==> config.mk <==
export PLATFORM = sky130hd
export DESIGN_NAME = bch_decode_sched_flat
export DESIGN_NICKNAME = d
export VERILOG_FILES = /design/src/rtl/bch_pkg.sv /design/src/rtl/bch_decode_sched_if.sv /design/src/rtl/bch_popcount15.sv /design/src/rtl/bch_decode_sched.sv /design/src/flat_wrapper.sv
export SDC_FILE = /design/constraint.sdc
export NUM_CORES = 1
export LEC_CHECK = 0
export ABC_AREA = 1
export CAP_MARGIN = 5
export CORE_ASPECT_RATIO = 1.5
export CORE_MARGIN = 2
export CORE_UTILIZATION = 30
export CTS_CLUSTER_SIZE = 40
export DETAILED_ROUTE_END_ITERATION = 6
export REMOVE_ABC_BUFFERS = 1
export SLEW_MARGIN = 10
export SYNTH_ARGS = -nofsm -noshare
export SYNTH_HDL_FRONTEND = slang
export SYNTH_HIERARCHICAL = 1
export SYNTH_SLANG_ARGS = --single-unit
==> constraint.sdc <==
create_clock -name clk -period 9.39 [get_ports clk]
set_clock_uncertainty 0.15 [all_clocks]
set_input_delay 0.939 -clock clk [delete_from_list [all_inputs] [get_ports clk]]
set_output_delay 0.939 -clock clk [all_outputs]
set_load 0.03 [all_outputs]
==> src/rtl/bch_pkg.sv <==
// Shared BCH(15,7) constants and types for the decoder stream controller.
package bch_pkg;
  localparam int N = 15;
  localparam int K = 7;
  localparam int T = 2;
  localparam logic [8:0] G = 9'h1D1;

  typedef enum logic [1:0] {
    ST_CLEAN  = 2'b00,
    ST_CORR   = 2'b01,
    ST_UNCORR = 2'b10
  } status_t;

  typedef enum logic [1:0] {
    S_IDLE,
    S_WAIT,
    S_DONE
  } sched_state_t;
endpackage

==> src/rtl/bch_decode_sched_if.sv <==
// Codeword input stream, decoder-side bus and result output stream.
interface bch_decode_sched_if;
  logic                  in_valid;
  logic                  in_ready;
  logic [bch_pkg::N-1:0] in_codeword;
  logic [bch_pkg::N-1:0] dec_codeword;
  logic [bch_pkg::N-1:0] dec_corrected;
  logic [bch_pkg::N-1:0] dec_error_vector;
  logic                  dec_error_flag;
  logic                  out_valid;
  logic                  out_ready;
  logic [bch_pkg::N-1:0] out_codeword;
  logic [bch_pkg::K-1:0] out_data;
  logic [1:0]            out_status;
  logic [3:0]            out_nerr;

  modport slave (
    input  in_valid, in_codeword, dec_corrected, dec_error_vector, dec_error_flag, out_ready,
    output in_ready, dec_codeword, out_valid, out_codeword, out_data, out_status, out_nerr
  );

  modport master (
    output in_valid, in_codeword, dec_corrected, dec_error_vector, dec_error_flag, out_ready,
    input  in_ready, dec_codeword, out_valid, out_codeword, out_data, out_status, out_nerr
  );
endinterface

==> src/rtl/bch_popcount15.sv <==
// Combinational population count of a 15-bit error vector.
module bch_popcount15 (
  input  logic [14:0] i_vec,
  output logic [3:0]  o_cnt
);
  always_comb begin
    o_cnt = '0;
    for (int i = 0; i < 15; i++) o_cnt = o_cnt + {3'b000, i_vec[i]};
  end
endmodule

==> src/rtl/bch_decode_sched.sv <==
// Feeds one codeword at a time to the BCH(15,7) decoder, waits out its latency,
// classifies the result and returns it downstream with saturating statistics.
module bch_decode_sched
  import bch_pkg::*;
#(
  parameter int DEC_LATENCY = 4,
  parameter int CNT_W       = 16
) (
  input  logic              clk,
  input  logic              rst,
  bch_decode_sched_if.slave bus,
  input  logic              stats_clr,
  output logic              busy,
  output logic [CNT_W-1:0]  cnt_total,
  output logic [CNT_W-1:0]  cnt_clean,
  output logic [CNT_W-1:0]  cnt_corr,
  output logic [CNT_W-1:0]  cnt_uncorr
);
  localparam int WC_W = (DEC_LATENCY > 1) ? $clog2(DEC_LATENCY) : 1;

  sched_state_t    r_state, w_next;
  logic [WC_W-1:0] r_wcnt;
  logic [N-1:0]    r_dec_cw, r_raw, r_out_cw, w_out_cw;
  status_t         r_out_status, w_status;
  logic [3:0]      r_out_nerr, w_nerr;
  logic            w_accept, w_capture, w_in_ready;

  function automatic logic [CNT_W-1:0] sat_inc(input logic [CNT_W-1:0] c);
    return (&c) ? c : c + 1'b1;
  endfunction

  bch_popcount15 u_popcount (
    .i_vec (bus.dec_error_vector),
    .o_cnt (w_nerr)
  );

  // NOTE: every output of a combinational block gets a default first, so no path leaves it unassigned and infers a latch.
  always_comb begin
    w_next     = r_state;
    w_accept   = 1'b0;
    w_capture  = 1'b0;
    w_in_ready = 1'b0;
    unique case (r_state)
      S_IDLE: begin
        w_in_ready = 1'b1;
        if (bus.in_valid) begin
          w_accept = 1'b1;
          w_next   = S_WAIT;
        end
      end
      S_WAIT: begin
        if (r_wcnt == '0) begin
          w_capture = 1'b1;
          w_next    = S_DONE;
        end
      end
      S_DONE: begin
        if (bus.out_ready) begin
          w_in_ready = 1'b1;
          if (bus.in_valid) begin
            w_accept = 1'b1;
            w_next   = S_WAIT;
          end else begin
            w_next = S_IDLE;
          end
        end
      end
      default: w_next = S_IDLE;
    endcase
  end

  // An uncorrectable result returns the word exactly as it was received.
  always_comb begin
    w_status = ST_UNCORR;
    if (!bus.dec_error_flag) w_status = ST_CLEAN;
    else if (w_nerr != 4'd0 && w_nerr <= 4'(T)) w_status = ST_CORR;
    w_out_cw = (w_status == ST_UNCORR) ? r_raw : bus.dec_corrected;
  end

  // NOTE: clocked state uses non-blocking assignments so every flop samples pre-edge values.
  always_ff @(posedge clk) begin
    if (!rst) r_state <= S_IDLE;
    else      r_state <= w_next;
  end

  always_ff @(posedge clk) begin
    if (!rst) begin
      r_wcnt       <= '0;
      r_dec_cw     <= '0;
      r_raw        <= '0;
      r_out_cw     <= '0;
      r_out_status <= ST_CLEAN;
      r_out_nerr   <= '0;
    end else begin
      if (w_accept) begin
        r_dec_cw <= bus.in_codeword;
        r_raw    <= bus.in_codeword;
        r_wcnt   <= WC_W'(DEC_LATENCY - 1);
      end else if (r_state == S_WAIT && r_wcnt != '0) begin
        r_wcnt <= r_wcnt - 1'b1;
      end
      if (w_capture) begin
        r_out_cw     <= w_out_cw;
        r_out_status <= w_status;
        r_out_nerr   <= w_nerr;
      end
    end
  end

  // A clear coinciding with a capture wins; that capture is not counted.
  always_ff @(posedge clk) begin
    if (!rst || stats_clr) begin
      cnt_total  <= '0;
      cnt_clean  <= '0;
      cnt_corr   <= '0;
      cnt_uncorr <= '0;
    end else if (w_capture) begin
      cnt_total <= sat_inc(cnt_total);
      unique case (w_status)
        ST_CLEAN:  cnt_clean  <= sat_inc(cnt_clean);
        ST_CORR:   cnt_corr   <= sat_inc(cnt_corr);
        ST_UNCORR: cnt_uncorr <= sat_inc(cnt_uncorr);
        default:   ;
      endcase
    end
  end

  assign bus.in_ready     = w_in_ready;
  assign bus.dec_codeword = r_dec_cw;
  assign bus.out_valid    = (r_state == S_DONE);
  assign bus.out_codeword = r_out_cw;
  assign bus.out_data     = r_out_cw[N-1:N-K];
  assign bus.out_status   = r_out_status;
  assign bus.out_nerr     = r_out_nerr;
  assign busy             = (r_state != S_IDLE);
endmodule

==> src/flat_wrapper.sv <==
// flat-port wrapper written by rule: the top's interface ports become plain ports
module bch_decode_sched_flat import bch_pkg::*;
#(
  parameter int DEC_LATENCY = 4,
  parameter int CNT_W       = 16
)
  (clk, rst, stats_clr, busy, cnt_total, cnt_clean, cnt_corr, cnt_uncorr, bus_in_valid, bus_in_codeword, bus_dec_corrected, bus_dec_error_vector, bus_dec_error_flag, bus_out_ready, bus_in_ready, bus_dec_codeword, bus_out_valid, bus_out_codeword, bus_out_data, bus_out_status, bus_out_nerr);
  bch_decode_sched_if bus_i ();
  input  logic clk;
  input  logic rst;
  input  logic stats_clr;
  output logic busy;
  output logic [CNT_W-1:0] cnt_total;
  output logic [CNT_W-1:0] cnt_clean;
  output logic [CNT_W-1:0] cnt_corr;
  output logic [CNT_W-1:0] cnt_uncorr;
  input wire logic [$bits(bus_i.in_valid)-1:0] bus_in_valid;
  input wire logic [$bits(bus_i.in_codeword)-1:0] bus_in_codeword;
  input wire logic [$bits(bus_i.dec_corrected)-1:0] bus_dec_corrected;
  input wire logic [$bits(bus_i.dec_error_vector)-1:0] bus_dec_error_vector;
  input wire logic [$bits(bus_i.dec_error_flag)-1:0] bus_dec_error_flag;
  input wire logic [$bits(bus_i.out_ready)-1:0] bus_out_ready;
  output wire logic [$bits(bus_i.in_ready)-1:0] bus_in_ready;
  output wire logic [$bits(bus_i.dec_codeword)-1:0] bus_dec_codeword;
  output wire logic [$bits(bus_i.out_valid)-1:0] bus_out_valid;
  output wire logic [$bits(bus_i.out_codeword)-1:0] bus_out_codeword;
  output wire logic [$bits(bus_i.out_data)-1:0] bus_out_data;
  output wire logic [$bits(bus_i.out_status)-1:0] bus_out_status;
  output wire logic [$bits(bus_i.out_nerr)-1:0] bus_out_nerr;
  assign bus_i.in_valid = bus_in_valid;
  assign bus_i.in_codeword = bus_in_codeword;
  assign bus_i.dec_corrected = bus_dec_corrected;
  assign bus_i.dec_error_vector = bus_dec_error_vector;
  assign bus_i.dec_error_flag = bus_dec_error_flag;
  assign bus_i.out_ready = bus_out_ready;
  assign bus_in_ready = bus_i.in_ready;
  assign bus_dec_codeword = bus_i.dec_codeword;
  assign bus_out_valid = bus_i.out_valid;
  assign bus_out_codeword = bus_i.out_codeword;
  assign bus_out_data = bus_i.out_data;
  assign bus_out_status = bus_i.out_status;
  assign bus_out_nerr = bus_i.out_nerr;
  bch_decode_sched #(.DEC_LATENCY(DEC_LATENCY), .CNT_W(CNT_W)) u_core (.clk(clk), .rst(rst), .bus(bus_i), .stats_clr(stats_clr), .busy(busy), .cnt_total(cnt_total), .cnt_clean(cnt_clean), .cnt_corr(cnt_corr), .cnt_uncorr(cnt_uncorr));
endmodule
* After elaboration in Yosys (flattened, before gate mapping)
Cells that the tools add are included.
** Operators by class
- Add/sub/neg operators :: 19
- Order comparisons :: 1
- Equality and inequality tests :: 7
- Mux-type cells :: 17
- Bitwise logic cells :: 4
- Reduce and logical (&&, ||, !) cells :: 20
** Operator list (number)
- adder 16 x 1 -> 16 bit (second input constant) :: 4
- AND reduction 16 bit :: 4
- adder 4 x 1 -> 4 bit :: 11
- two-way mux 15 bit :: 1
- two-way mux 2 bit :: 7
- AND reduction 3 bit :: 4
- zero test 2 bit :: 3
- two-way mux 1 bit :: 6
- one-hot mux 2 bit (3 select lines) :: 1
- nonzero test 2 bit :: 3
- adder 3 x 1 -> 4 bit :: 1
- equality test 2 x 1 -> 1 bit (second input constant) :: 2
- equality test 2 bit (second input constant) :: 2
- less-or-equal comparator 4 x 2 -> 1 bit (second input constant) :: 1
- != test 2 bit (second input constant) :: 2
- NOT 1 bit :: 4
- one-hot mux 1 bit (2 select lines) :: 2
- nonzero test 4 bit :: 1
- adder 2 x 1 -> 3 bit :: 1
- adder 1 x 1 -> 2 bit :: 1
- logical AND 1 bit :: 2
- != test 2 x 1 -> 1 bit (second input constant) :: 1
- AND reduction 2 bit :: 1
- subtractor 2 x 1 -> 2 bit (second input constant) :: 1
- other kinds (2) :: 2
** Word-level totals
- Register bits :: 104
- Input bits :: 51
- Output and inout bits :: 110
- Word-level logic and storage cells :: 78

* Logic depth before layout (Yosys ltp)
Gate-level depths: netlist of the first run.
- Word-level depth :: 20
- Depth in mapped cells :: 22
- Depth with buffers taken out :: 21

* By module
The synthesis of the first run kept the hierarchy.
** Modules (own cells, without submodules)
- bch_decode_sched :: times used 1, cells an instance 846, area an instance 5620.4 um^2, seq. area each 2082.0 um^2
- bch_popcount15 :: times used 1, cells an instance 41, area an instance 362.8 um^2, seq. area each 0.0 um^2

* Worst setup path after synthesis of the first run
OpenSTA, ideal clock, no wires.
- Path kind :: input to register
- From :: input port bus_dec_error_vector[2]
- To :: register u_core.r_out_cw[4] (netlist: u_core/bus.out_codeword[4])
- Setup time :: 116 ps
- Data arrival time :: 4614 ps
- Data required time :: 9124 ps
- Slack :: 4510 ps
- Cell stages on the path :: 20
- Path buffers :: 1
- Cell sequence :: fa_1 -> inv_1 -> fa_1 -> fa_1 -> fa_1 -> inv_1 -> ha_1 -> inv_1 -> fa_1 -> inv_1 -> inv_1 -> nand2_1 -> nand3_1 -> nand2_1 -> inv_1 -> buf_4 -> nand2_1 -> nand3_1 -> o211ai_1 -> inv_1
** On the way
- Word-level cells in the longest chain between the ends :: 19
- Elaborated cells on any way between the ends :: 20
- Classes of those cells :: 13 x add/sub; 1 x order compare; 1 x eq/ne; 3 x mux; 2 x reduce/logical
** Ends and longest elaborated chain
- from (decl) :: RTL line flat_wrapper.sv:20 : input wire logic [$bits(bus_i.dec_error_vector)-1:0] bus_dec_error_vector;
- adder 2 x 1 -> 3 bit * :: RTL line bch_popcount15.sv:8 : for (int i = 0; i < 15; i++) o_cnt = o_cnt + {3'b000, i_vec[i]};
- adder 3 x 1 -> 4 bit * :: RTL line bch_popcount15.sv:8
- adder 4 x 1 -> 4 bit * (11 in a row) :: RTL line bch_popcount15.sv:8
- named net u_core.w_nerr[1] :: RTL line bch_decode_sched.sv:25 : logic [3:0] r_out_nerr, w_nerr;
- less-or-equal comparator 4 x 2 -> 1 bit or nonzero test 4 bit (tied branches) :: RTL line bch_decode_sched.sv:76 : else if (w_nerr != 4'd0 && w_nerr <= 4'(T)) w_status = ST_CORR;
- logical AND 1 bit * :: RTL line bch_decode_sched.sv:76
- two-way mux 2 bit * :: RTL line bch_decode_sched.sv:76
- two-way mux 2 bit * :: RTL line bch_decode_sched.sv:75 : if (!bus.dec_error_flag) w_status = ST_CLEAN;
- equality test 2 bit * :: RTL line bch_decode_sched.sv:77 : w_out_cw = (w_status == ST_UNCORR) ? r_raw : bus.dec_corrected;
- two-way mux 15 bit * :: RTL line bch_decode_sched.sv:77
- to (signal assigned) :: RTL line bch_decode_sched.sv:103 : r_out_cw <= w_out_cw;
- to (decl) :: RTL line bch_decode_sched.sv:23 : logic [N-1:0] r_dec_cw, r_raw, r_out_cw, w_out_cw;
Mark *: on every way through the listed nets, which the timed path passes. The rest lies on a longest branch.
A chain may end at the register's enable or synchronous reset.

* Final worst setup path of the first run
- From :: input port bus_dec_error_vector[2]
- To :: register u_core.r_out_cw[7] (netlist: u_core/bus.out_codeword[7])
The elaborated chain is that of the path after synthesis.

==> metrics.txt, run 1 <==
global-route wire length before repair between 20000 and 30000 um; critical path type primary input to flop; Global Route Usage Sum 16.2%; GP Congestion 0.826; Cells after Synth 887; NumNets Final 1097; CP cell instances clkdlybuf4s50_1 -> fa_1 -> inv_1 -> fa_1 -> fa_1 -> fa_1 -> inv_1 -> ha_1 -> inv_1 -> fa_1 -> inv_1 -> inv_1 -> nand2_1 -> nand3_1 -> nand2_1 -> inv_1 -> nand2_1 -> nand3_1 -> o211ai_1 -> inv_1; Num CTS Buffers 9; Die X 119 um; yosys warns 6; Port Buf Inserts 160; status finished clean; unrepaired setup endpoints after global routing no; crit path DAT 5.82 ns; initial DRC count ~280; grt total ovfl 0; root buffer cell clkbuf_16; predominant post-synthesis flop cell dfxtp_1; Unique masters post-synth 32; vias 5977; vias in the first global route roughly 5700; final slew viol count 0; CTS tree done; number of max-cap violations 0; Non-Filler Instances between 1000 and 1500; H-tree levels 3; most used cell, CP inv_1; Synth area leader dfxtp_1; post-CTS resize count 0; Die Span Y around 180 um; clock slew seen by the registers of the worst setup and hold paths 0.07 ns; CP Buf/Inv Count 8; commonest non-fill, non-tap cells in the layout 285 x nand2_1, 160 x clkdlybuf4s50_1, 104 x dfxtp_1, 95 x inv_1, 92 x nor2_1; CP peak stage delay 0.54 ns; core area 19700 um^2; syn_area_per_cell 6.75 um^2; Pre-antenna DRT Iters 5; Starting Density 30.4%; area growth from synthesis to layout 34.5%; Worst-Margin Slew 0.814 ns; Post-CTS Setup Bufs 0; sequential share of the synthesized area 34.8%; Ant. Diodes 0; delay-heaviest family, CP adder cells; final-report hold violation count 0; Power, Total 1.22 mW; Max Freq 174 MHz; Final ANT Viol Nets 0; synth top area cells dfxtp_1 35%, nand2_1 18%, inv_1 6.0%, nor2_1 5.8%, nand3_1 5.4%; Req. time, crit path 9.47 ns; WHS 0.314 ns; number of remaining DRC errors 0; crit start category primary input; Detailed Route WL 16900 um; Tmin final 5.74 ns; Clock Tree Buf Depth 2; vias per cell 4.63; die area 21100 um^2; Rel. slew slack between 40% and 50%; dpl hpwl 12400 um; peak supply drop 0.0000638 V; Synth Cell Area between 5000 and 6000 um^2; # fillers 2095; Post-synth EDFFs 0; clk sinks 104; initial antenna violation count 0; commonest non-fill, non-tap cell in the layout nand2_1; Power Density 151 nW/um^2; CP max stage cell fa_1; CP endpoint kind flop; Final Setup Violations 0; largest net degree at the start of global routing 52; placed insts 1275; worst-skew pair later-pin latency 0.35 ns; top cell type's share of synthesized area 34.8%; Leak 2.91 nW; share of cells above drive strength 1 ~6.2%; worst-path fanout max 16; synthesized flop and latch total 104; drt wl/cell 13.1 um; HP Class flop to flop; Fin Setup TNS 0 ns; IO Pins 161; row count between 60 and 70; FFs w/ async S/R, synth 0%; period utilization 61.1%; # hold bufs at CTS 0
cell usage after synthesis (2+ instances only):
library cell,instances
nor2_4,6
nand2_2,8
xor2_1,14
buf_6,5
nor2_1,92
nand2_4,3
o211ai_1,15
inv_2,6
nand4_1,15
nor2_2,6
xnor2_1,11
a21oi_1,63
buf_2,7
nand2_1,285
clkbuf_1,11
nand3_1,64
a21oi_2,10
o21ai_0,25
inv_1,95
nand3b_1,2
ha_1,11
fa_1,9
buf_4,11
dfxtp_1,104
nor3_2,2
registers in the layout (all words and copies together), names as in the netlist:
| register | flops |
|---|---|
| u_core/cnt_clean | 16 |
| u_core/cnt_uncorr | 16 |
| u_core/bus.out_codeword | 15 |
| u_core/r_wcnt | 2 |
| u_core/r_raw | 15 |
| u_core/bus.out_status | 2 |
| u_core/cnt_corr | 16 |
| u_core/r_state | 2 |
| u_core/bus.out_nerr | 4 |
| u_core/cnt_total | 16 |
worst paths after layout:
path                                                     from                                      end  slack, ns  cells after the start
worst max register to register  u_core/r_wcnt[0]$_SDFFE_PN0P_         u_core/cnt_total[6]$_SDFFE_PP0P_       7.02                      8
worst min register to register  u_core/r_wcnt[1]$_SDFFE_PN0P_            u_core/r_wcnt[1]$_SDFFE_PN0P_       0.31                      2
worst max-delay path                  bus_dec_error_vector[2]  u_core/bus.out_codeword[7]$_SDFFE_PN0P_       3.65                     20
worst min-delay path            u_core/r_wcnt[1]$_SDFFE_PN0P_            u_core/r_wcnt[1]$_SDFFE_PN0P_       0.31                      2
power by group:
part	switching, mW	total [mW]	internal (mW)
clock	0.173	0.434	0.260
combinational	0.198	0.314	0.116
sequential	0.0126	0.471	0.458
metal layers:
metal  up-vias  track usage [%]  wire [um]
met3         9             3.35        934
met2       155             30.6       8740
met1      2734             18.2       7050
met5         -                0          0
li1       3079                -          -
met4         0             5.00        170
through the flow:
stage	area (um^2)	util, %	setup WS, ns
final	8050	40.9	3.65
after detailed placement	7710	39.1	3.28
after global routing	8050	40.9	3.25
after global placement	7710	39.1	3.35
after floorplan	5760	-	4.34
after CTS	8050	40.9	3.64
tightest hold or removal path, cell delays in order (launching register included):
cell and delay [ns]:
dfxtp_1 0.31, nand2_1 0.06, a21oi_1 0.05
logic make-up (layout without fill, tap and decap cells):
logic type | Yosys count | count (layout) | share of synthesized area (%)
compound gates | 115 | 115 | 11.3
xor+xnor | 25 | 25 | 3.66
fa+ha+maj | 20 | 20 | 5.31
buf+inv | 137 | 281 | 10.1
flops | 104 | 104 | 34.8
simple gates | 486 | 486 | 34.9
layout make-up:
| cell class | count | area [um^2] | area share [%] |
|---|---|---|---|
| flip-flops and latches | 104 | 2080 | 25.9 |
| clock buffers | 10 | 229 | 2.84 |
| repair buffers | 163 | 1620 | 20.2 |
| clock inverters | 6 | 108 | 1.34 |
| inverters | 102 | 383 | 4.76 |
| multi-input cells | 646 | 3300 | 41.0 |
| well taps | 260 | 325 | 4.04 |
Power figures use the tool's default switching activity.
==> inputs of run 2 (changes only) <==
clock period = 4.95 ns   (was 9.39 ns; I/O delays follow)
==> metrics.txt, run 2 (synthesis gave the netlist of run 1 again) <==
register share of total power 39.3% (+0.7 points); GP Congestion 0.790 (-4.4%); vias in the first global route 5471 (-4.4%); CP endpoint kind flop; Post-CTS Setup Bufs 0 (unchanged); Detailed Route WL 16700 um (-1.3%); core area 19700 um^2 (unchanged); share of cells above drive strength 1 7.20% (+1.0 points); storage element area 2080 um^2 (unchanged); period utilization ~94%; Final ANT Viol Nets 0 (unchanged); Clk pwr share 31.0% (-4.6 points); Non-Filler Instances 1301 (+0.77%); worst-skew pair later-pin latency 0.35 ns (about the same); footprint of the multi-input gates 3300 um^2 (unchanged); Power Density 280 nW/um^2 (+85%); R2R cell count 8 (unchanged); Worst R2R End u_core/cnt_total[2]$_SDFFE_PP0P_; Worst Hold End u_core/r_wcnt[1]$_SDFFE_PN0P_; vias per cell 4.59 (-0.85%); CTS tree done; die area 21100 um^2 (unchanged); Pre-antenna DRT Iters 4 (-1); initial antenna violation count 0 (unchanged); Req. time, crit path 5.01 ns (-4.46 ns); area growth from synthesis to layout 35.5%; peak supply drop 0.000148 V (+130%); NetSw 756 uW (+97%); H-tree levels 3 (unchanged); Die Span Y 177 um (unchanged); worst-path fanout max 8 (-8); vias 5972 (-0.084%); final slew viol count 0 (unchanged); Leak 2.95 nW (+1.3%); number of remaining DRC errors 0 (unchanged); post-placement cell area 7810 um^2 (+1.3%); crit start category primary input; clk sinks 104 (unchanged); number of max-cap violations 0 (unchanged); final standard cell area without fillers 8110 um^2 (+0.70%); post-CTS resize count 0 (unchanged); Rel. slew slack 46.0% (+0.29 points); Int Power 1.52 mW (+82%); root buffer cell clkbuf_16; switching share of power 33.3% (+1.7 points); Max Freq 216 MHz; combinational power share 29.7% (+3.9 points); Port Buf Inserts 160 (unchanged); grt total ovfl 0 (unchanged); largest net degree at the start of global routing 46 (-12%); Die X 119 um (unchanged); Power, Total 2.27 mW (+86%); placed insts 1285 (+0.78%); commonest non-fill, non-tap cell in the layout nand2_1; # hold bufs at CTS 0 (unchanged); drt wl/cell 12.8 um (-2.0%); # fillers 2056 (-1.9%); status finished clean; reg-to-reg slack, setup 2.59 ns (-4.43 ns); global-route wire length before repair 27000 um (-3.5%); unrepaired setup endpoints after global routing no; worst r2r src u_core/r_wcnt[0]$_SDFFE_PN0P_; worst hold path cell count 2 (unchanged); NumNets Final 1107 (+0.91%); Final Setup Violations 0 (unchanged); crit path DAT 4.69 ns (-1.13 ns); Global Route Usage Sum 15.8% (-0.48 points); clock slew seen by the registers of the worst setup and hold paths 0.07 ns (about the same); final-report hold violation count 0 (unchanged); IO Pins 161 (unchanged); Starting Density 30.4% (unchanged); HP Class flop to flop; row count 63 (unchanged); Worst-Margin Slew 0.810 ns (-0.00432 ns); dpl hpwl 12500 um (+0.67%); critical path type primary input to flop; Ant. Diodes 0 (unchanged); commonest non-fill, non-tap cells in the layout 285 x nand2_1, 160 x clkdlybuf4s50_1, 104 x dfxtp_1, 95 x inv_1, 92 x nor2_1; min-delay src u_core/r_wcnt[1]$_SDFFE_PN0P_; Clock Tree Buf Depth 2 (unchanged); Tmin final 4.63 ns; initial DRC count 250 (-9.7%); Num CTS Buffers 9 (unchanged)
## run 2: worst max-delay path by stage
stage               depth (start not counted)                                  endpoint                     from
floorplan                                  19  u_core/bus.out_codeword[10]$_SDFFE_PN0P_  bus_dec_error_vector[2]
global route                               18         u_core/cnt_uncorr[1]$_SDFFE_PP0P_  bus_dec_error_vector[2]
detailed placement                         19           u_core/cnt_corr[8]$_SDFFE_PP0P_  bus_dec_error_vector[2]
CTS                                        19          u_core/cnt_corr[13]$_SDFFE_PP0P_  bus_dec_error_vector[2]
global placement                           19          u_core/cnt_corr[13]$_SDFFE_PP0P_  bus_dec_error_vector[2]
finish                                     19          u_core/cnt_corr[13]$_SDFFE_PP0P_  bus_dec_error_vector[2]
## run 2: through the flow
| step | utilization, % | worst slack, ns | hold WS [ns] | TNS (ns) |
|---|---|---|---|---|
| global route | 41.1 | 0.0180 | 0.349 | 0 |
| finish | 41.1 | 0.316 | 0.314 | 0 |
| global placement | 39.7 | -0.0359 | 0.299 | -0.380 |
| CTS | 41.1 | 0.289 | 0.316 | 0 |
| detailed placement | 39.7 | -0.0921 | 0.305 | -1.92 |
| floorplan | - | 0.344 | 0.289 | 0 |
## run 2: layout make-up
| type | instances | share of cell area [%] |
|---|---|---|
| Inverter | 102 | 4.72 |
| Multi-Input combinational cell | 646 | 40.7 |
| Tap cell | 260 | 4.01 |
| Sequential cell | 104 | 25.7 |
| Clock inverter | 6 | 0.664 |
| Clock buffer | 10 | 2.95 |
| Timing Repair Buffer | 173 | 21.3 |
## run 2: worst max-delay path, stage by stage
cell and delay, ns:
clkdlybuf4s50_1 0.43, fa_1 0.53, inv_1 0.05, fa_1 0.52, fa_1 0.43, fa_1 0.48
inv_1 0.04, ha_1 0.19, inv_1 0.08, fa_1 0.41, inv_1 0.08, inv_1 0.05
nand2_1 0.06, nand3_1 0.19, nor2_4 0.20, nand2_2 0.15, buf_12 0.18, nand2_1 0.05
a21oi_1 0.06
## run 2: layer usage
metal	vias to the layer above	track usage (%)	routed length (um)
met1	2705	17.2	6770
li1	3101	-	-
met5	-	0	0
met3	13	3.61	1070
met2	153	29.6	8520
met4	0	5.64	311
## run 2: power groups by stage
stage / registers, mW / logic [mW] / clock network (mW)
5_1_grt: 0.897 / 0.751 / 0.774
3_3_place_gp: 0.912 / 0.673 / 0
3_5_place_dp: 0.913 / 0.681 / 0
2_1_floorplan: 0.980 / 0.315 / 0
4_1_cts: 0.893 / 0.685 / 0.745
6_report: 0.893 / 0.675 / 0.704
==> inputs of run 3 (changes only) <==
clock period = 4.3 ns   (was 4.95 ns; I/O delays follow)
==> metrics.txt, run 3 (synthesis gave the netlist of run 1 again) <==
status finished clean; number of remaining DRC errors 0 (unchanged); CP peak stage delay 0.54 ns (about the same); CTS tree done; share of cells above drive strength 1 11.6% (+4.4 points); area growth from synthesis to layout 39.5%; worst-skew pair later-pin latency 0.35 ns (about the same); Pre-antenna DRT Iters 7 (+3); H-tree levels 3 (unchanged); worst r2r src u_core/cnt_total[1]$_SDFFE_PP0P_; Tmin final 4.20 ns; CP endpoint kind flop; Power Density 342 nW/um^2 (+22%); Worst Hold End u_core/r_wcnt[1]$_SDFFE_PN0P_; largest net degree at the start of global routing 38 (-17%); # fillers 2060 (+0.19%); Fin Setup TNS 0 ns (unchanged); vias in the first global route 5468 (-0.055%); Non-Filler Instances 1312 (+0.85%); Leak 3.05 nW (+3.3%); critical path type primary input to flop; R2R cell count 8 (unchanged); Final Setup Violations 0 (unchanged); IO Pins 161 (unchanged); core area 19700 um^2 (unchanged); HP Class flop to flop; clk sinks 104 (unchanged); number of max-cap violations 0 (unchanged); delay-heaviest family, CP adder cells; root buffer cell clkbuf_16; Die X 119 um (unchanged); Final ANT Viol Nets 0 (unchanged); Detailed Route WL 17300 um (+3.8%); GP Congestion 0.794 (+0.57%); peak supply drop 0.000151 V (+2.1%); placed insts 1292 (+0.54%); most used cell, CP inv_2; Global Route Usage Sum 15.9% (+0.13 points); Ant. Diodes 0 (unchanged); Clock Tree Buf Depth 2 (unchanged); Port Buf Inserts 160 (unchanged); CP max stage cell fa_1; vias per cell 4.62 (+0.66%); grt total ovfl 0 (unchanged); Worst-Margin Slew 0.666 ns (-0.143 ns); reg-to-reg slack, setup 2.09 ns (-0.50 ns); Rel. slew slack 55.5% (+9.5 points); unrepaired setup endpoints after global routing yes; # hold bufs at CTS 0 (unchanged); final slew viol count 0 (unchanged); vias 6062 (+1.5%); Max Freq 238 MHz; worst hold path cell count 2 (unchanged); initial antenna violation count 0 (unchanged); min-delay src u_core/r_wcnt[1]$_SDFFE_PN0P_; commonest non-fill, non-tap cell in the layout nand2_1; final-report hold violation count 0 (unchanged); met2 wire length 8980 um (+5.3%); Starting Density 30.4% (unchanged); worst-path fanout max 8 (unchanged); Max Used Layer met4; global-route wire length before repair 27000 um (about the same); CP cell instances buf_6 -> fa_1 -> inv_2 -> fa_1 -> fa_1 -> fa_1 -> inv_2 -> ha_4 -> inv_2 -> fa_2 -> inv_2 -> inv_2 -> nand2_2 -> nand3_4 -> nor2_4 -> nand2_4 -> buf_12 -> nand2_2 -> a21oi_1; Die Span Y 177 um (unchanged); CP Buf/Inv Count 7 (unchanged); met1 wire length 7120 um (+5.2%); Worst R2R End u_core/cnt_total[9]$_SDFFE_PP0P_; Num CTS Buffers 9 (unchanged); die area 21100 um^2 (unchanged); NumNets Final 1118 (+0.99%); Req. time, crit path 4.38 ns (-0.63 ns); drt wl/cell 13.2 um (+2.9%); clock slew seen by the registers of the worst setup and hold paths 0.08 ns (about the same); crit start category primary input; period utilization 97.6%; crit path DAT 4.28 ns (-0.41 ns); initial DRC count 248 (-0.80%); Core Util, Final 42.4% (+1.2 points); WL met3 869 um (-19%); dpl hpwl 12500 um (+0.30%); row count 63 (unchanged); commonest non-fill, non-tap cells in the layout 274 x nand2_1, 152 x clkdlybuf4s50_1, 104 x dfxtp_1, 91 x nor2_1, 88 x inv_1
==> run 3: power breakdown <==
group	total, mW	leakage, nW	switching (mW)	internal (mW)
logic	1.00	2.07	0.547	0.453
registers	1.03	0.843	0.0267	1.00
clock network	0.824	0.137	0.406	0.418
total	2.85	3.05	0.979	1.87
==> run 3: what timing repair did <==
action,in CTS,in global routing
buffers inserted,1,0
pin swaps,8,14
gates cloned,1,2
resized for setup,19,51
endpoints found under the setup margin,48,47
==> run 3: worst max path at each step <==
stage / start / endpoint / slack [ns] / cells past startpoint
finish: bus_dec_error_vector[3] / u_core/cnt_corr[13]$_SDFFE_PP0P_ / 0.10 / 19
global route: bus_dec_error_vector[3] / u_core/cnt_corr[13]$_SDFFE_PP0P_ / -0.03 / 19
CTS: bus_dec_error_vector[7] / u_core/cnt_corr[5]$_SDFFE_PP0P_ / 0.05 / 18
detailed placement: bus_dec_error_vector[2] / u_core/cnt_corr[14]$_SDFFE_PP0P_ / -0.64 / 18
global placement: bus_dec_error_vector[2] / u_core/cnt_corr[13]$_SDFFE_PP0P_ / -0.60 / 19
floorplan: bus_dec_error_vector[2] / u_core/bus.out_codeword[10]$_SDFFE_PN0P_ / -0.24 / 19
==> run 3: layer usage <==
layer | vias up | track usage [%]
li1 | 3119 | -
met1 | 2769 | 17.4
met2 | 154 | 29.8
met3 | 20 | 3.32
met4 | 0 | 6.03
met5 | - | 0
==> run 3: tightest hold or removal path, delay by kind of cell (launching register included) <==
| kind | cells | cell delay [ns] |
|---|---|---|
| DFF | 1 | 0.31 |
| and+or+nand+nor | 1 | 0.06 |
| AOI/OAI and AO/OA | 1 | 0.05 |
==> run 3: final cells by class <==
type | count | area (um^2) | share of cell area [%]
timing repair buffer | 184 | 1820 | 21.8
tap | 260 | 325 | 3.90
multi-input combinational | 646 | 3440 | 41.2
clock inverter | 6 | 52.6 | 0.630
sequential | 104 | 2080 | 24.9
inverter | 102 | 390 | 4.68
clock buffer | 10 | 239 | 2.86
==> run 3: metrics by stage <==
stage	hold slack, ns	area, um^2	power [mW]	setup WS, ns
2_1_floorplan	0.289	5760	1.49	-0.241
3_3_place_gp	0.299	7870	1.86	-0.598
3_5_place_dp	0.305	7870	1.87	-0.637
4_1_cts	0.316	8210	2.81	0.0509
5_1_grt	0.332	8350	3.02	-0.0250
6_report	0.313	8350	2.85	0.101
==> patch 1, RTL diff (config.mk and constraints of run 1) <==
Re-encode `sched_state_t` (3 states) as one-hot, 3 bits wide.
--- a/src/rtl/bch_pkg.sv
+++ b/src/rtl/bch_pkg.sv
@@ -12,8 +12,8 @@
   } status_t;
 
-  typedef enum logic [1:0] {
-    S_IDLE,
-    S_WAIT,
-    S_DONE
+  typedef enum logic [2:0] {
+    S_IDLE = 3'b001,
+    S_WAIT = 3'b010,
+    S_DONE = 3'b100
   } sched_state_t;
 endpackage
Function: same outputs for any inputs over 10 cycles, from zero or initial values and one cycle with rst low; not proved beyond that.
==> patch 1 against run 1 <==
Design area is 0.58% higher. Wire length is essentially flat. Sequential share of layout area is 0.099 points higher. Utilization is 0.23 points higher. Sequential cell count up 1. Power down 8.4%. Die area up 0.67%. Register-to-register slack worse by 0.11 ns. Area after synthesis increased by 0.69%. Largest power group unchanged. Combinational power is 18% lower. Count of clock-buffer cells in the layout rose by 2. Worst setup slack gained 0.28 ns. Highest routed layer unchanged.
==> patch 1: results (changes against run 1) <==
----------------------------------------------------
[Pwr]
  Worst vdd rail ir drop ... 0.0000726 V (+14%)
  Leakage ... 0.00296 uW (+1.6%)

[Outcome]
  Result of the run ... finished clean

[Min path]
  Worst min-delay path endpoint ... u_core/bus.out_nerr[3]$_SDFFE_PN0P_
  Start point of the worst min-delay path ... u_core/bus.out_nerr[3]$_SDFFE_PN0P_
  Worst hold path stage count ... 2 (unchanged)

[Logic synthesis]
  Share of the synthesized netlist area taken by xor and xnor gates ... 2.62% (-1.0 points)
  Synth Area in Compound Gates ... 10.8% (-0.43 points)
  Post-Synth Adder-Cell Area ... 5.28% (-0.036 points)
  Cell types with the highest counts after synthesis ... sky130_fd_sc_hd__nand2_1 (264), sky130_fd_sc_hd__nor2_1 (123), sky130_fd_sc_hd__dfxtp_1 (105), sky130_fd_sc_hd__inv_1 (94), sky130_fd_sc_hd__nand3_1 (71)
  Leading cell types by total area after synthesis ... sky130_fd_sc_hd__dfxtp_1 (35%), sky130_fd_sc_hd__nand2_1 (16%), sky130_fd_sc_hd__nor2_1 (7.7%), sky130_fd_sc_hd__nand3_1 (5.9%), sky130_fd_sc_hd__inv_1 (5.9%)
  Register area share after synthesis ... 34.9% (+0.094 points)
  Number of distinct library cells after synthesis ... 32 (unchanged)

[Clock tree]
  Number of buffers on the longest clock path ... 2 (unchanged)
  Postcts setup bufs ... 0 (unchanged)
  H-Tree Level Count ... 3 (unchanged)

[Setup path]
  Max FO, Critical Path ... 17 (+1)
  Start of the worst register-to-register path ... u_core/r_wcnt[0]$_SDFFE_PN0P_
  R2R Path End ... u_core/cnt_total[3]$_SDFFE_PP0P_
  Crit path largest cell delay ... 0.54 ns (about the same)
  Critical path data arrival time ... 5.57 ns (-0.25 ns)
  Cell family with the largest share of critical-path delay ... adder cells
  Worst reg2reg setup slack ... 6.91 ns (-0.11 ns)

[Cells and area]
  Final #Nets ... 1116 (+1.7%)
  Antenna Diode Count ... 0 (unchanged)
  Share of post-route cells with drive strength above 1 ... 4.95% (-1.3 points)

[STA]
  Worst slew margin relative to its limit ... 48.4% (+2.7 points)
  Final worst hold slack ... 0.342 ns (+0.0271 ns)

[Global route]
  Initial antenna violation count ... 0 (unchanged)
  Wire length of the first global-routing pass ... 27.7 mm (-0.84%)
  Via count of the first global-routing pass ... 5720 (-0.017%)
  Largest net degree at the start of global routing ... 49 (-5.8%)
  Total routing usage reported by global routing ... 15.9% (-0.30 points)

[Placed design]
  HPWL after DPL ... 12.4 mm (+0.27%)
  Place WS ... 3.54 ns (+0.258 ns)
  Routability congestion estimate from global placement ... 0.801 (-3.0%)
  DP Area ... 7790 sq um (+0.97%)

[Routing]
  Wire per inst ... 12.9 um (-1.5%)
  Via count ... 6142 (+2.8%)
  Detailed-routing iteration count for the pre-antenna-repair pass ... 6 (+1)
  Violation count after the first detailed-route iteration ... 264 (-4.7%)

[Die]
  Std-Cell Rows ... 63 (unchanged)

----------------------------------------------------
-- patch 1: changes by cell type after synthesis, moves of 3 or more --
cell,run 1,this run
sky130_fd_sc_hd__a21oi_2,10,1
sky130_fd_sc_hd__nand3b_1,2,5
sky130_fd_sc_hd__nand2_1,285,264
sky130_fd_sc_hd__buf_6,5,2
sky130_fd_sc_hd__a21oi_1,63,58
sky130_fd_sc_hd__nand2_2,8,4
sky130_fd_sc_hd__nand4_1,15,19
sky130_fd_sc_hd__nor2_1,92,123
sky130_fd_sc_hd__o21ai_0,25,43
sky130_fd_sc_hd__clkbuf_1,11,8
sky130_fd_sc_hd__xnor2_1,11,5
sky130_fd_sc_hd__nand3_1,64,71
-- patch 1: cells by family after synthesis --
logic type | count (synthesis)
adder cells (fa/ha/maj) | 20
buffers and inverters | 131
AND/OR/NAND/NOR | 508
XOR/XNOR | 18
flip-flops | 105
AO/OA/AOI/OAI | 120
-- patch 1: metal layers --
metal  part of all wire [%]  GRT usage, %
met5                      0             0
met4                    1.6          5.78
met3                    4.7          2.06
met2                     51          30.0
met1                     43          18.2
-- patch 1: area by class of cell --
class                   count  area [sq um]
clock buffers              12           256
clock inverters             4          51.3
fillers                  2075         11600
inverters                 101           379
multi-input cells         666          3370
flip-flops and latches    105          2100
well taps                 260           325
repair buffers            162          1620
-- patch 1: power by group --
group | total [uW] | leakage (uW) | internal, uW | switching [uW]
logic | 259 | 0.00196 | 97.1 | 162
clock network | 390 | 0.000149 | 222 | 169
registers | 468 | 0.000850 | 458 | 9.85
-- patch 1: through the flow --
step	std cells	util [%]
after global routing	1310	41.1
after detailed placement	1294	39.5
final	1310	41.1
after floorplan	872	-
after global placement	1294	39.5
after CTS	1310	41.1
-- patch 1: how the worst max path moves through the flow --
stage                                  startpoint                                  endpoint  slack (ns)  cells after the start
final                     bus_dec_error_vector[2]        u_core/cnt_uncorr[14]$_SDFFE_PP0P_        3.94                     19
after global routing      bus_dec_error_vector[2]  u_core/bus.out_codeword[14]$_SDFFE_PN0P_        3.54                     19
after CTS                 bus_dec_error_vector[2]   u_core/bus.out_codeword[6]$_SDFFE_PN0P_        3.90                     20
after detailed placement  bus_dec_error_vector[2]   u_core/bus.out_codeword[6]$_SDFFE_PN0P_        3.54                     20
after global placement    bus_dec_error_vector[2]  u_core/bus.out_codeword[12]$_SDFFE_PN0P_        3.63                     20
after floorplan           bus_dec_error_vector[2]        u_core/cnt_uncorr[10]$_SDFFE_PP0P_        4.44                     19
-- patch 1: worst reg2reg max path: cells and delay by family, from the launching register on --
family,cells,cell delay [ns]
DFF,1,0.32
adders and majority gates,1,0.22
AOI/OAI and AO/OA,2,0.51
buffers and inverters,3,0.93
and+or+nand+nor,2,0.27
==> patch 2, RTL diff (flow settings as in run 1) <==
Without the edit above. `DEC_LATENCY` is set to 4 in 2 places; all go to 2.
--- a/src/rtl/bch_decode_sched.sv
+++ b/src/rtl/bch_decode_sched.sv
@@ -4,5 +4,5 @@
   import bch_pkg::*;
 #(
-  parameter int DEC_LATENCY = 4,
+  parameter int DEC_LATENCY = 2,
   parameter int CNT_W       = 16
 ) (
--- a/src/flat_wrapper.sv
+++ b/src/flat_wrapper.sv
@@ -2,5 +2,5 @@
 module bch_decode_sched_flat import bch_pkg::*;
 #(
-  parameter int DEC_LATENCY = 4,
+  parameter int DEC_LATENCY = 2,
   parameter int CNT_W       = 16
 )
Function: changed (a bounded check fails within 4 cycles, from zero or initial values and one cycle with rst low).
==> patch 2 against run 1 <==
Power shrank 7.9%. Critical path type unchanged. Sequential cell count shrank 1. Worst setup slack gained 0.082 ns. Count of clock-buffer cells in the layout shrank 1. Wire length shrank 0.22%. Critical path depth shrank 3. Area after synthesis shrank 2.0%. Largest power group unchanged. Design area shrank 2.0%.
==> patch 2: results (changes against run 1) <==
----------------------------------------------------
[Outcome]
  Result of the run ... finished clean

[Pwr]
  Net Sw Frac ... 33.8% (+2.2 points)
  Leakage ... 0.00293 uW (+0.53%)
  Worst vdd rail ir drop ... 0.0000657 V (+2.9%)

[Routing]
  Detailed-routing iteration count for the pre-antenna-repair pass ... 4 (-1)
  Via-to-Cell Ratio ... 4.58 (-1.2%)
  Final Routed Wirelength ... 16.9 mm (-0.22%)
  Violation count after the first detailed-route iteration ... 304 (+9.7%)

[Placed design]
  HPWL after DPL ... 12.5 mm (+0.74%)
  Routability congestion estimate from global placement ... 0.797 (-3.5%)

[Global route]
  Wire length of the first global-routing pass ... 27.7 mm (-0.69%)
  Total routing usage reported by global routing ... 16.5% (+0.24 points)
  Largest net degree at the start of global routing ... 42 (-19%)
  Via count of the first global-routing pass ... 5689 (-0.56%)

[Min path]
  Path class of the lowest-slack min-delay path ... flip-flop to flip-flop

[Cells and area]
  Antenna Diode Count ... 0 (unchanged)
  Final #Nets ... 1089 (-0.73%)
  Filler cell count in the final layout ... 2034 (-2.9%)
  Share of post-route cells with drive strength above 1 ... 5.16% (-1.0 points)

[Logic synthesis]
  Most used flip-flop cell after synthesis ... sky130_fd_sc_hd__dfxtp_1
  Number of distinct library cells after synthesis ... 28 (-13%)
  Leading cell types by total area after synthesis ... sky130_fd_sc_hd__dfxtp_1 (35%), sky130_fd_sc_hd__nand2_1 (18%), sky130_fd_sc_hd__inv_1 (6.4%), sky130_fd_sc_hd__nor2_1 (6.3%), sky130_fd_sc_hd__nand3_1 (5.9%)
  Register area share after synthesis ... 35.2% (+0.39 points)
  Proportion of synthesized flip-flops having asynchronous set or reset ... 0% (unchanged)
  Cell types with the highest counts after synthesis ... sky130_fd_sc_hd__nand2_1 (279), sky130_fd_sc_hd__dfxtp_1 (103), sky130_fd_sc_hd__inv_1 (100), sky130_fd_sc_hd__nor2_1 (99), sky130_fd_sc_hd__nand3_1 (69)

[STA]
  Achievable frequency ... 177 MHz (+1.4%)
  Slew of the pin with the lowest slew margin ... 0.763 ns (-0.0506 ns)

[Setup path]
  Crit path largest cell delay ... 0.56 ns (+0.02 ns)
  Critical path data arrival time ... 5.79 ns (-0.03 ns)
  Max FO, Critical Path ... 17 (+1)

[Clock tree]
  CTS Root Buffer Type ... sky130_fd_sc_hd__clkbuf_16
  Clock buffer count from CTS ... 9 (unchanged)

----------------------------------------------------
-- patch 2: cell count changes after synthesis, sizes merged, moves of 4 or more --
cell,delta
ha,-5
nor2,+5
nand3,+5
a21oi,-4
nand4,+5
nand2,-8
xnor2,-4
-- patch 2: area by class of cell --
type	instances	share of cell area, %
Tap cell	256	4.06
Timing Repair Buffer	164	20.7
Multi-Input combinational cell	640	40.5
Clock inverter	7	0.840
Inverter	104	4.95
Sequential cell	103	26.1
Clock buffer	9	2.85
-- patch 2: worst paths after layout --
check,startpoint,endpoint,slack [ns],depth (start not counted)
hold / removal,u_core/r_raw[10]$_SDFFE_PN0P_,u_core/r_raw[10]$_SDFFE_PN0P_,0.34,2
setup reg to reg,u_core/r_state[0]$_SDFFE_PN0P_,u_core/cnt_corr[1]$_SDFFE_PP0P_,6.74,8
setup / recovery,bus_dec_error_vector[0],u_core/cnt_uncorr[11]$_SDFFE_PP0P_,3.74,17
hold reg to reg,u_core/r_raw[10]$_SDFFE_PN0P_,u_core/r_raw[10]$_SDFFE_PN0P_,0.34,2
-- patch 2: power groups by stage --
stage,clock (uW),combinational [uW],sequential [uW]
after floorplan,0,148,503
after global placement,0,280,473
after detailed placement,0,283,473
after CTS,394,284,463
after global routing,411,316,465
final,380,280,462
-- patch 2: cells by family (layout without fill, tap and decap cells) --
| group | count (synthesis) | after routing | share of synthesized area, % |
|---|---|---|---|
| simple gates | 494 | 494 | 36.3 |
| flops | 103 | 103 | 35.2 |
| buf+inv | 139 | 284 | 10.3 |
| fa+ha+maj | 16 | 16 | 4.70 |
| xor+xnor | 22 | 22 | 3.29 |
| compound gates | 108 | 108 | 10.2 |
-- patch 2: through the flow --
step / cells / utilization [%] / setup WS, ns / power, uW / area (sq um)
finish: 1283 / 41.2 / 3.74 / 1120 / 7890
global route: 1283 / 41.2 / 3.37 / 1190 / 7890
CTS: 1283 / 41.2 / 3.70 / 1140 / 7890
detailed placement: 1267 / 39.7 / 3.33 / 756 / 7600
global placement: 1267 / 39.7 / 3.40 / 753 / 7600
floorplan: 847 / - / 4.27 / 651 / 5650
-- patch 2: metal layers --
layer | vias to the layer above | track usage, % | wire length, um
met5 | - | 0 | 0
met4 | 0 | 5.87 | 329
met3 | 20 | 3.13 | 651
met2 | 93 | 31.5 | 8900
met1 | 2690 | 17.8 | 6980
li1 | 3068 | - | -
